`src/rtl/tier2_pkg.sv`:
```
// rtl/tier2_pkg.sv - state encoding and defaults shared by the Tier-2 sequencer files
package tier2_pkg;

    typedef enum logic [3:0] {
        IDLE      = 4'd0,
        BUFFERING = 4'd1,
        CAL_START = 4'd2,
        CAL_WAIT  = 4'd3,
        GEN_START = 4'd4,
        GEN_WAIT  = 4'd5,
        TILE_NEXT = 4'd6,
        DONE      = 4'd7,
        ERROR     = 4'd8
    } tier2_state_t;

    localparam int TIER2_TIMEOUT_CYCLES = 50000;

endpackage

```
`src/rtl/tier2_watchdog.sv`:
```
// rtl/tier2_watchdog.sv - per-phase cycle counter that flags an over-long wait
module tier2_watchdog
    import tier2_pkg::*;
#(
    parameter int TIMEOUT_W      = 16,
    parameter int TIMEOUT_CYCLES = TIER2_TIMEOUT_CYCLES
) (
    input  logic clk,
    input  logic rst,
    input  logic clear,
    input  logic run,
    output logic expired
);

    localparam logic [TIMEOUT_W-1:0] LP_LAST =
        (TIMEOUT_CYCLES == 0) ? '0 : TIMEOUT_W'(TIMEOUT_CYCLES - 1);

    logic [TIMEOUT_W-1:0] r_count;

    always_ff @(posedge clk or negedge rst) begin
        if (!rst) begin
            r_count <= '0;
        end else if (clear) begin
            r_count <= '0;
        end else if (run) begin
            r_count <= r_count + TIMEOUT_W'(1);
        end
    end

    // With TIMEOUT_CYCLES == 0 the counter may wrap freely; it can never fire.
    assign expired = (TIMEOUT_CYCLES != 0) && run && (r_count == LP_LAST);

endmodule

```
`src/rtl/tier2_sequencer.sv`:
```
// rtl/tier2_sequencer.sv - Tier-2 frame sequencer: buffering, truncation and codestream per tile
module tier2_sequencer
    import tier2_pkg::*;
#(
    parameter int MAX_TILES      = 4,
    parameter int TILE_W         = 2,
    parameter int TIMEOUT_W      = 16,
    parameter int TIMEOUT_CYCLES = TIER2_TIMEOUT_CYCLES
) (
    input  logic              clk,
    input  logic              rst,
    input  logic              rst_syn,
    input  logic              enable,
    input  logic [TILE_W-1:0] tiles_m1,
    input  logic              buffer_all_over,
    input  logic              cal_truncation_point_over,
    input  logic              codestream_generate_over,
    output logic              cal_truncation_point_start,
    output logic              codestream_generate_start,
    output logic [TILE_W-1:0] tile_index,
    output logic              busy,
    output logic              frame_done,
    output logic              timeout_err
);

    localparam logic [TILE_W-1:0] LP_LAST_TILE = TILE_W'(MAX_TILES - 1);

    tier2_state_t      r_state;
    tier2_state_t      w_next_state;
    logic [TILE_W-1:0] r_tile_index;
    logic [TILE_W-1:0] r_tile_last;
    logic [TILE_W-1:0] w_tiles_clamped;
    logic              w_waiting;
    logic              w_expired;

    assign w_tiles_clamped = (tiles_m1 > LP_LAST_TILE) ? LP_LAST_TILE : tiles_m1;

    // Wait states are never adjacent, so holding the counter clear outside them
    // guarantees it starts from zero on every entry.
    tier2_watchdog #(
        .TIMEOUT_W      (TIMEOUT_W),
        .TIMEOUT_CYCLES (TIMEOUT_CYCLES)
    ) u_watchdog (
        .clk     (clk),
        .rst     (rst),
        .clear   (rst_syn || !w_waiting),
        .run     (w_waiting),
        .expired (w_expired)
    );

    always_ff @(posedge clk or negedge rst) begin
        if (!rst) begin
            r_state      <= IDLE;
            r_tile_index <= '0;
            r_tile_last  <= '0;
        end else begin
            r_state <= w_next_state;
            if (rst_syn) begin
                r_tile_index <= '0;
            end else if (r_state == IDLE && enable) begin
                r_tile_index <= '0;
                r_tile_last  <= w_tiles_clamped;
            end else if (r_state == TILE_NEXT && r_tile_index != r_tile_last) begin
                r_tile_index <= r_tile_index + TILE_W'(1);
            end
        end
    end

    always_comb begin
        w_next_state               = r_state;
        w_waiting                  = 1'b0;
        cal_truncation_point_start = 1'b0;
        codestream_generate_start  = 1'b0;
        frame_done                 = 1'b0;
        timeout_err                = 1'b0;
        busy                       = (r_state != IDLE);

        case (r_state)
            IDLE: begin
                if (enable) w_next_state = BUFFERING;
            end
            BUFFERING: begin
                w_waiting = 1'b1;
                if (buffer_all_over)  w_next_state = CAL_START;
                else if (w_expired)   w_next_state = ERROR;
            end
            CAL_START: begin
                cal_truncation_point_start = 1'b1;
                w_next_state               = CAL_WAIT;
            end
            CAL_WAIT: begin
                w_waiting = 1'b1;
                if (cal_truncation_point_over) w_next_state = GEN_START;
                else if (w_expired)            w_next_state = ERROR;
            end
            GEN_START: begin
                codestream_generate_start = 1'b1;
                w_next_state              = GEN_WAIT;
            end
            GEN_WAIT: begin
                w_waiting = 1'b1;
                if (codestream_generate_over)
                    w_next_state = (r_tile_index == r_tile_last) ? DONE : TILE_NEXT;
                else if (w_expired)
                    w_next_state = ERROR;
            end
            TILE_NEXT: begin
                w_next_state = BUFFERING;
            end
            DONE: begin
                frame_done   = 1'b1;
                w_next_state = IDLE;
            end
            ERROR: begin
                timeout_err = 1'b1;
            end
            default: begin
                w_next_state = IDLE;
            end
        endcase

        if (rst_syn) w_next_state = IDLE;
    end

    assign tile_index = r_tile_index;

endmodule

```
`config.mk`:
```
export PLATFORM = sky130hd
export DESIGN_NAME = tier2_sequencer
export DESIGN_NICKNAME = d
export VERILOG_FILES = /design/src/rtl/tier2_pkg.sv /design/src/rtl/tier2_watchdog.sv /design/src/rtl/tier2_sequencer.sv
export SDC_FILE = /design/constraint.sdc
export NUM_CORES = 1
export LEC_CHECK = 0
export ABC_AREA = 1
export ABC_CLOCK_PERIOD_IN_PS = 2950
export CAP_MARGIN = 20
export CORE_MARGIN = 3
export CORE_UTILIZATION = 56
export DETAILED_ROUTE_END_ITERATION = 6
export PLACE_DENSITY = 0.79
export SLEW_MARGIN = 0
export SYNTH_ARGS = -nofsm -noshare
export SYNTH_HDL_FRONTEND = slang
export SYNTH_HIERARCHICAL = 1
export SYNTH_SLANG_ARGS = --single-unit
```
`constraint.sdc`:
```
create_clock -name clk -period 2.95 [get_ports clk]
set_input_delay 0.59 -clock clk [delete_from_list [all_inputs] [get_ports clk]]
set_output_delay 0.59 -clock clk [all_outputs]
set_load 0.02 [all_outputs]
```
# After elaboration in Yosys (flattened, before gate mapping)
# Cells that the tools add are included.
[classes]
add_sub_neg = 2
multipliers = 0
div = 0
order_cmp = 1
n_eq_ne = 13
shifts = 0
n_mux = 19
n_bitwise = 1
n_reduce_logical = 12
[ops]
columns = ["op", "count"]
rows = [
  ["2-to-1 mux 16 bit", 2],
  ["case mux 4 bit (8 select lines)", 1],
  ["2-to-1 mux 4 bit", 6],
  ["adder 16 x 1 -> 16 bit (second input constant)", 1],
  ["== test 16 bit (second input constant)", 1],
  ["== test 4 x 3 -> 1 bit (second input constant)", 4],
  ["== test 4 x 2 -> 1 bit (second input constant)", 2],
  ["2-to-1 mux 2 bit", 4],
  ["2-to-1 mux 1 bit", 6],
  ["== test 4 x 1 -> 1 bit (second input constant)", 1],
  ["== test 4 bit (second input constant)", 1],
  ["zero test 4 bit", 1],
  ["AND reduction 2 bit", 2],
  ["nonzero test 4 bit", 1],
  ["logical AND 1 bit", 3],
  ["!= test 3 bit (second input constant)", 1],
  ["nonzero test 3 bit", 1],
  ["OR reduction 3 bit", 1],
  ["adder 2 x 1 -> 2 bit (second input constant)", 1],
  ["== test 2 bit", 1],
  ["greater-than comparator 2 bit (second input constant)", 1],
  ["!= test 2 bit", 1],
  ["!= test 2 bit (second input constant)", 1],
  ["nonzero test 2 bit", 1],
  ["3 further kinds", 3],
]
[totals]
register_bits = 24
latchBits = 0
ramBits = 0
romBits = 0
input_bits = 9
out_inout_bits = 7
word_cells = 52
mem_count = 0

# Depth between registers and ports, before layout
[logic_depth]
ltp_word = 8
ltp_mapped = 12
depth_no_buf = 12

# By module
# The synthesis kept the hierarchy.
[by_module_without_submodules]
columns = ["module", "instances", "cells_per_inst", "area_each_um2", "seq_area_each_um2"]
rows = [
  ["tier2_watchdog", 1, 129, 947.2, 400.4],
  ["tier2_sequencer", 1, 101, 645.6, 200.2],
]

# Worst setup path before layout
# Ideal clock, no wire load.
[synth_path]
path_kind = "reg-to-reg"
from = "reg r_state[3]"
to = "reg r_state[1]"
setup_ns = 0.121
arrival_time_ns = 2.233
t_required_ns = 2.829
path_slack_ns = 0.596
path_stages_with_launch = 11
n_path_buf = 0
period_less_slack_ns = 2.354
cell_sequence = "dfrtp_1 > nor2_4 > inv_1 > o22ai_1 > nand3_1 > nor4_1 > inv_1 > nand2_1 > a21oi_1 > nor3_1 > nor2_1"
[synth_between]
elab_chain_cells = 8
word_cells_on_any_way = 20
classes_between = "eq/ne: 9; mux: 7; reduce/logical: 4"
[synth_rtl]
columns = ["item", "line", "rtl"]
rows = [
  ["from (decl)", "tier2_sequencer.sv:28", "tier2_state_t r_state;"],
  ["from (signal assigned)", "tier2_sequencer.sv:57", "r_state <= w_next_state;"],
  ["== test 4 x 3 -> 1 bit (tied with other cells)", "tier2_sequencer.sv:78", "case (r_state)"],
  ["OR reduction 3 bit (no line) *", "--", ""],
  ["2-to-1 mux 1 bit *", "tier2_sequencer.sv:78", ""],
  ["net w_waiting", "tier2_sequencer.sv:33", "logic w_waiting;"],
  ["logical AND 1 bit *", "tier2_watchdog.sv:31", "assign expired = (TIMEOUT_CYCLES != 0) && run && (r_count == LP_LAST);"],
  ["net w_expired", "tier2_sequencer.sv:34", "logic w_expired;"],
  ["2-to-1 mux 4 bit *", "--", ""],
  ["2-to-1 mux 4 bit (on tied branches)", "--", ""],
  ["case mux 4 bit (8 select lines) *", "tier2_sequencer.sv:78", ""],
  ["2-to-1 mux 4 bit *", "tier2_sequencer.sv:122", "if (rst_syn) w_next_state = IDLE;"],
]
# The timed path passes the listed nets; every way through them passes the cells marked *.
# A chain may end at the register's enable or synchronous reset.

# Worst setup path after layout
[layout_path]
from = "reg r_state[1]"
to = "out timeout_err"
[layout_between]
elab_chain_cells = 2
[layout_rtl]
columns = ["item", "line", "rtl"]
rows = [
  ["== test 4 bit", "tier2_sequencer.sv:78", ""],
  ["2-to-1 mux 1 bit", "tier2_sequencer.sv:78", ""],
  ["to (decl)", "tier2_sequencer.sv:23", "output logic timeout_err"],
]
# Every way passes these cells.

==> flow_summary.rst <==
.. list-table::
   :header-rows: 1

   * - Metric
     - Value
   * - Run status
     - finished, final reports clean
   * - Setup repair after global routing missed its margin
     - no
   * - Clock H-tree levels
     - 1
   * - Combined area of the multi-input logic cells
     - 857 um^2
   * - Final setup viols
     - 0
   * - Critical path fanouts, max
     - 6
   * - NetSw
     - 0.197 mW
   * - Max-cap violation count
     - 0
   * - Classification of the worst setup path
     - reg2out
   * - CTS tree
     - yes
   * - Total iterations of the first detailed-routing run
     - 4
   * - Die Area
     - 0.00352 mm^2
   * - Post-Layout Inst Area
     - 0.00183 mm^2
   * - Final core utilization
     - 70.7%
   * - Final HPWL DP
     - 2400 um
   * - Type of element launching the critical path
     - flip-flop
   * - Class of the tightest hold or removal check
     - reg2reg
   * - Num ports
     - 16
   * - Maximum buffer depth of the clock tree
     - 2
   * - Post-synthesis instance area
     - 0.00159 mm^2
   * - Net switching fraction of the power
     - 29.2%
   * - Sequential group share of total power
     - 53.1%
   * - Final worst clock skew
     - 0.00492 ns
   * - Number of global-route vias before repair
     - 1,214
   * - Capturing element type of the critical path
     - output port
   * - Worst reg2reg path depth
     - 12
   * - Area fraction in compound gates after synthesis
     - 7.93%
   * - Post-route insts no fill
     - 281
   * - Synthesized instance count
     - 230
   * - Global-route total usage across every layer
     - 20.1%
   * - Std cell rows
     - 18
   * - Die outline height
     - 59.3 um
   * - Final critical delay including setup and external delays
     - 2.52 ns
   * - Share of total power in combinational logic
     - 20.8%
   * - Register area share after synthesis
     - 37.7%
   * - Vias per cell
     - 5.04
   * - Total number of vias
     - 1,416
   * - Max-slew violations
     - 0
   * - Critical path arrival
     - 1.93 ns
   * - R2R Path Start
     - r_state[3]
   * - Adder-cell share of the synthesized area
     - 0.786%
   * - Parity-gate share of the synthesized area counting xor and xnor cells
     - 1.65%
   * - First-pass GRT wire length
     - 5460 um
   * - Root buf cell
     - sky130_fd_sc_hd__clkbuf_4
   * - Final layout net count
     - 262
   * - Core footprint
     - 0.00259 mm^2
   * - Leakage component of the power
     - 0.917 nW
   * - Number of distinct library cells after synthesis
     - 28
   * - Clock sink total
     - 24
   * - Count of cells along the worst hold path
     - 2
   * - Portion of total power attributed to the clock network
     - 26.1%
   * - Routed wire length
     - 3100 um
   * - End point of the worst hold path
     - r_tile_last[0]
   * - Post-synth net total
     - 240
   * - Synthesized-area fraction occupied by and/or/nand/nor cells
     - 43.4%
   * - Required time worst endpoint
     - 2.36 ns
   * - Fillers
     - 231
   * - Placed inst area
     - 0.00180 mm^2
   * - Power density over the cells
     - 367 mW/mm^2
   * - Clock slew at the register clock pins of the worst setup and hold paths
     - 0.14 ns
   * - Async set-or-reset flop fraction in the synthesized netlist
     - 100%
   * - First DRT Iteration DRCs
     - 58
   * - # diodes
     - 0
   * - Reg-to-reg endpoint
     - r_state[1]
   * - Final weighted congestion in routability-driven placement
     - 0.961
   * - Slew at the pin with the worst max-slew slack
     - 0.431 ns
   * - Largest voltage drop on the vdd net
     - 0.000323 V
   * - Leading cell types in the layout, fill and taps excluded
     - sky130_fd_sc_hd__nand2_1, sky130_fd_sc_hd__nor2_1, sky130_fd_sc_hd__inv_1
   * - Combined flip-flop and latch cell area
     - 601 um^2
   * - Post-CTS resize count
     - 0
   * - Main flop type after synthesis
     - sky130_fd_sc_hd__dfrtp_1
   * - Routed length per instance
     - 11.0 um
   * - Antenna violations before repair
     - 0
   * - Register-to-Register Setup Slack
     - 0.75 ns
   * - Final-layout worst hold slack
     - 0.512 ns
   * - Most common library cell in the layout ignoring fill and taps
     - sky130_fd_sc_hd__nand2_1
   * - Number of input and output port buffers inserted
     - 15
   * - Number of clock buffers inserted by TritonCTS
     - 3
   * - Relative area change from synthesis to final layout
     - 15.0%
   * - Beginning of the worst hold path
     - r_tile_last[0]
   * - DIE WIDTH
     - 59.3 um
   * - Warnings, synthesis
     - 6
   * - Total placed cells including tap cells
     - 277
   * - Setup total negative slack
     - 0 ns
   * - Worst-case headroom to the max-slew limit
     - 71.2%
   * - Gr ovfl total
     - 0
   * - Final number of hold-violating endpoints
     - 0
   * - P_int
     - 0.476 mW
   * - Number of enable flip-flop cells after synthesis
     - 0
   * - Fraction of layout instances using a drive strength above 1
     - 12.0%
   * - Ratio of final minimum period to clock period
     - 85.3%
   * - Source-to-sink clock delay at the later pin of the worst-skew pair
     - 0.31 ns
   * - DRC errors left
     - 0
   * - Number of buffers inserted by post-CTS setup repair
     - 0
   * - Peak Freq
     - 397 MHz
   * - Initial Utilization
     - 61.5%
   * - Multiplexer share of the synthesized area
     - 0%
   * - Largest family of logic cells by synthesized area
     - simple AND/OR/NAND/NOR gates
   * - Largest net degree at the start of global routing
     - 25
   * - Hold buffer count at CTS
     - 0
   * - Antenna Nets Post-Route
     - 0
   * - Flops & latches, synth
     - 24
   * - Mapped Avg Cell Area
     - 6.93 um^2
## logic make-up after synthesis
logic type,count (synthesis)
compound gates,22
xor+xnor,3
fa+ha+maj,1
buf+inv,35
flops,24
simple gates,145
## state kept, by name (all words and copies together) (netlist names)
| signal | count |
|---|---|
| u_watchdog/r_count | 16 |
| r_state | 4 |
| r_tile_last | 2 |
| tile_index | 2 |
## worst max-delay path by stage
stage	start	endpoint	slack, ns	cells past startpoint
2_1_floorplan	r_state[3]	r_state[1]	0.60	10
3_3_place_gp	r_state[3]	r_state[2]	0.71	12
3_5_place_dp	rst_syn	u_watchdog/r_count[5]	0.71	9
4_1_cts	r_state[1]	timeout_err	0.42	4
5_1_grt	r_state[1]	timeout_err	0.33	4
6_report	r_state[1]	timeout_err	0.43	4
## power by group through the flow
stage,sequential [mW],clock (mW),combinational (mW)
after floorplan,0.366,0,0.0862
after global placement,0.364,0,0.140
after detailed placement,0.364,0,0.140
after CTS,0.357,0.186,0.141
after global routing,0.360,0.196,0.158
final,0.357,0.175,0.140
## cell type report
cell class                 instances  share of cell area, %
clock buffer                       4                   1.98
timing repair buffer              18                   9.43
sequential                        24                   32.8
tap                               30                   2.05
multi-input combinational        171                   46.8
inverter                          34                   6.97
## Yosys cell counts (4+ instances only)
| library cell | number | area, um^2 |
|---|---|---|
| sky130_fd_sc_hd__nor3_1 | 6 | 30.0 |
| sky130_fd_sc_hd__nand3_1 | 15 | 75.1 |
| sky130_fd_sc_hd__nor2_4 | 5 | 56.3 |
| sky130_fd_sc_hd__nand2_1 | 62 | 233 |
| sky130_fd_sc_hd__a21oi_1 | 7 | 35.0 |
| sky130_fd_sc_hd__inv_1 | 31 | 116 |
| sky130_fd_sc_hd__dfrtp_1 | 24 | 601 |
| sky130_fd_sc_hd__nor2_2 | 4 | 25.0 |
| sky130_fd_sc_hd__nor2_1 | 38 | 143 |
| sky130_fd_sc_hd__nand2_2 | 5 | 31.3 |
| sky130_fd_sc_hd__o21ai_0 | 7 | 35.0 |
## worst max-delay path, cell delays in order, from the launching register on
cell	delay (ns)
sky130_fd_sc_hd__dfrtp_1	0.50
sky130_fd_sc_hd__nor2_2	0.22
sky130_fd_sc_hd__nand2_1	0.09
sky130_fd_sc_hd__nor2_1	0.17
sky130_fd_sc_hd__clkdlybuf4s50_1	0.63
## routing by layer
metal  wire (um)  vias to the layer above  track usage (%)
met4          12                        0             3.88
met5           0                        -                0
met3         158                        2             3.49
li1            -                      765                -
met2        1220                       28             26.8
met1        1710                      621             33.2
## metrics by stage
stage	power (mW)	setup WS, ns
4_1_cts	0.684	0.423
6_report	0.672	0.434
3_3_place_gp	0.503	0.712
5_1_grt	0.714	0.328
2_1_floorplan	0.452	0.596
3_5_place_dp	0.504	0.709
(Power assumes the default switching activity.)
==> variant, RTL diff (config.mk and constraints unchanged) <==
`TIMEOUT_W` is set to 16 in 2 places; all go to 32.
--- a/src/rtl/tier2_watchdog.sv
+++ b/src/rtl/tier2_watchdog.sv
@@ -3,5 +3,5 @@
     import tier2_pkg::*;
 #(
-    parameter int TIMEOUT_W      = 16,
+    parameter int TIMEOUT_W      = 32,
     parameter int TIMEOUT_CYCLES = TIER2_TIMEOUT_CYCLES
 ) (
--- a/src/rtl/tier2_sequencer.sv
+++ b/src/rtl/tier2_sequencer.sv
@@ -5,5 +5,5 @@
     parameter int MAX_TILES      = 4,
     parameter int TILE_W         = 2,
-    parameter int TIMEOUT_W      = 16,
+    parameter int TIMEOUT_W      = 32,
     parameter int TIMEOUT_CYCLES = TIER2_TIMEOUT_CYCLES
 ) (
Behaviour: same outputs for any inputs over 10 cycles, from zero or initial values and one cycle with rst low; that may be too few to reach the edited logic, so the function may still have changed.
==> variant against the unedited design <==
Worst setup slack better by 0.090 ns. Synthesized area grew 63%. Design area is 61% higher. Global-route usage rose by 4.5 points. Clock power rose to 2.8 times the old value. Combinational power increased by 16%. Routed wire length up 96%. Sequential cell count is 16 higher. Power grew 83%. Critical path type unchanged.
==> variant: results (changes against the unedited design) <==
| Step | Metric | This run | Delta |
| --- | --- | --- | --- |
| outcome | Status | finished clean |  |
| power | Leakage power | 0.00129 uW | +41% |
| synth | Number of instances in the synthesized netlist | 381 | +66% |
| final layout | Final Non-Filler Cells | 456 | +62% |
| synth | Xor and xnor fraction of the mapped netlist area | 0.0101 | -0.00636 |
| clock network | Num CTS Buffers | 5 | +2 |
| synth | Area fraction in compound gates after synthesis | 0.100 | +0.0210 |
| synth | Synth cell types | 29 | +3.6% |
| worst setup path | Reg2reg setup slack | 0.62 ns | -0.13 ns |
| worst setup path | Cells on worst reg2reg path | 12 | unchanged |
| placement | Global placement routability congestion | 0.932 | -3.1% |
| detailed routing | Wire length per cell | 13.3 um | +21% |
| power | Maximum resistive drop on vdd | 263 uV | -19% |
| synth | Ranking of synthesized cells by area | sky130_fd_sc_hd__dfrtp_1 39%, sky130_fd_sc_hd__nand2_1 14%, sky130_fd_sc_hd__nor2_1 10% |  |
| synth | Syn Nets | 391 | +63% |
| clock network | Hold buffer count at CTS | 0 | unchanged |
| synth | Sequential share of the synthesized area | 0.386 | +0.00904 |
| worst setup path | Worst endpoint data arrival time | 1.84 ns | -0.09 ns |
| clock network | Deepest level of the CTS H-tree | 2 | +1 |
| final layout | Fraction of layout instances using a drive strength above 1 | 0.0941 | -0.0255 |
| min path | Class of the tightest hold or removal check | in -> async |  |
| sta | Worst path setup slack after routing | 0.524 ns | +0.0903 ns |
| final layout | Largest registers | u_watchdog/r_count x32, r_state x4 |  |
| clock network | Cell at the root of the clock tree | sky130_fd_sc_hd__clkbuf_8 |  |
| global routing | First-pass GRT wire length | 10.4 mm | +89% |
| global routing | Total routing resource utilization after global routing | 0.246 | +0.0448 |
| synth | Post-synthesis mux area share | 0 | unchanged |
| final layout | Nets@finish | 413 | +58% |
| placement | Sum of net half-perimeters after detailed placement | 4.63 mm | +93% |
| global routing | Via count of the first global-routing pass | 2,378 | +96% |
| detailed routing | Detailed router's first-iteration violation count | 182 | +210% |
| sta | Max_slew headroom | 0.419 | -0.294 |
| final layout | Number of fillers in the final layout | 413 | +79% |
| sta | Clock skew | 0.0104 ns | +0.00551 ns |
| synth | Ranking of synthesized cells by instance count | 100 x sky130_fd_sc_hd__nand2_1, 69 x sky130_fd_sc_hd__nor2_1, 42 x sky130_fd_sc_hd__inv_1 |  |
| placement | Worst setup slack after placement | 0.583 ns | -0.126 ns |
| clock network | Reg clk slew, reported paths | 0.08 ns | -0.06 ns |
## variant: cell count changes after synthesis, moves of 3 or more
cell                      before  now
sky130_fd_sc_hd__a21oi_1       7   25
sky130_fd_sc_hd__dfrtp_1      24   40
sky130_fd_sc_hd__inv_1        31   42
sky130_fd_sc_hd__nand2_1      62  100
sky130_fd_sc_hd__nand3_1      15   32
sky130_fd_sc_hd__nor2_1       38   69
sky130_fd_sc_hd__nor4_1        1    4
sky130_fd_sc_hd__o21ai_0       7   16
## variant: cells by family (layout without fill, tap and decap cells)
family | after synthesis | in the layout
adder cells (fa/ha/maj) | 1 | 1
flip-flops | 40 | 40
buffers and inverters | 47 | 70
AND/OR/NAND/NOR | 241 | 241
AO/OA/AOI/OAI | 49 | 49
XOR/XNOR | 3 | 3
## variant: power by group
| group | internal, uW | switching, uW |
|---|---|---|
| logic | 63.6 | 98.2 |
| clock network | 298 | 191 |
| registers | 561 | 14.9 |
| total | 924 | 304 |
## variant: worst max-delay path, stage by stage (launching register included)
cell	delay, ns
sky130_fd_sc_hd__dfrtp_1	0.46
sky130_fd_sc_hd__nor2_2	0.19
sky130_fd_sc_hd__nand2_1	0.09
sky130_fd_sc_hd__nor2_1	0.17
sky130_fd_sc_hd__clkdlybuf4s50_1	0.64
## variant: final cells by class
type	instances	area (um^2)	share of cell area
well taps	52	65.1	0.0221
clock inverters	1	30.0	0.0102
multi-input cells	294	1420	0.481
repair buffers	18	168	0.0570
clock buffers	7	96.3	0.0328
inverters	44	165	0.0562
flip-flops and latches	40	1000	0.340
## variant: how the worst max path moves through the flow
stage / cells past startpoint / startpoint / to
final: 4 / r_state[1] / timeout_err
after global routing: 4 / r_state[1] / timeout_err
after CTS: 4 / r_state[1] / timeout_err
after detailed placement: 9 / rst_syn / u_watchdog/r_count[25]
after global placement: 12 / r_state[3] / r_state[1]
after floorplan: 12 / r_state[3] / r_state[1]
## variant: layer usage
metal,track usage,up-vias,share of wire
met5,0,-,0
met4,0.125,0,0.025
met3,0.0459,13,0.037
met2,0.421,63,0.50
met1,0.293,1156,0.44
li1,-,1266,-
## variant: stage by stage
| step | hold WS [ns] | instance area (um^2) |
|---|---|---|
| after floorplan | 0.294 | 2590 |
| after CTS | 0.447 | 2940 |
| after global placement | 0.477 | 2810 |
| after detailed placement | 0.485 | 2810 |
| final | 0.400 | 2940 |
| after global routing | 0.467 | 2940 |
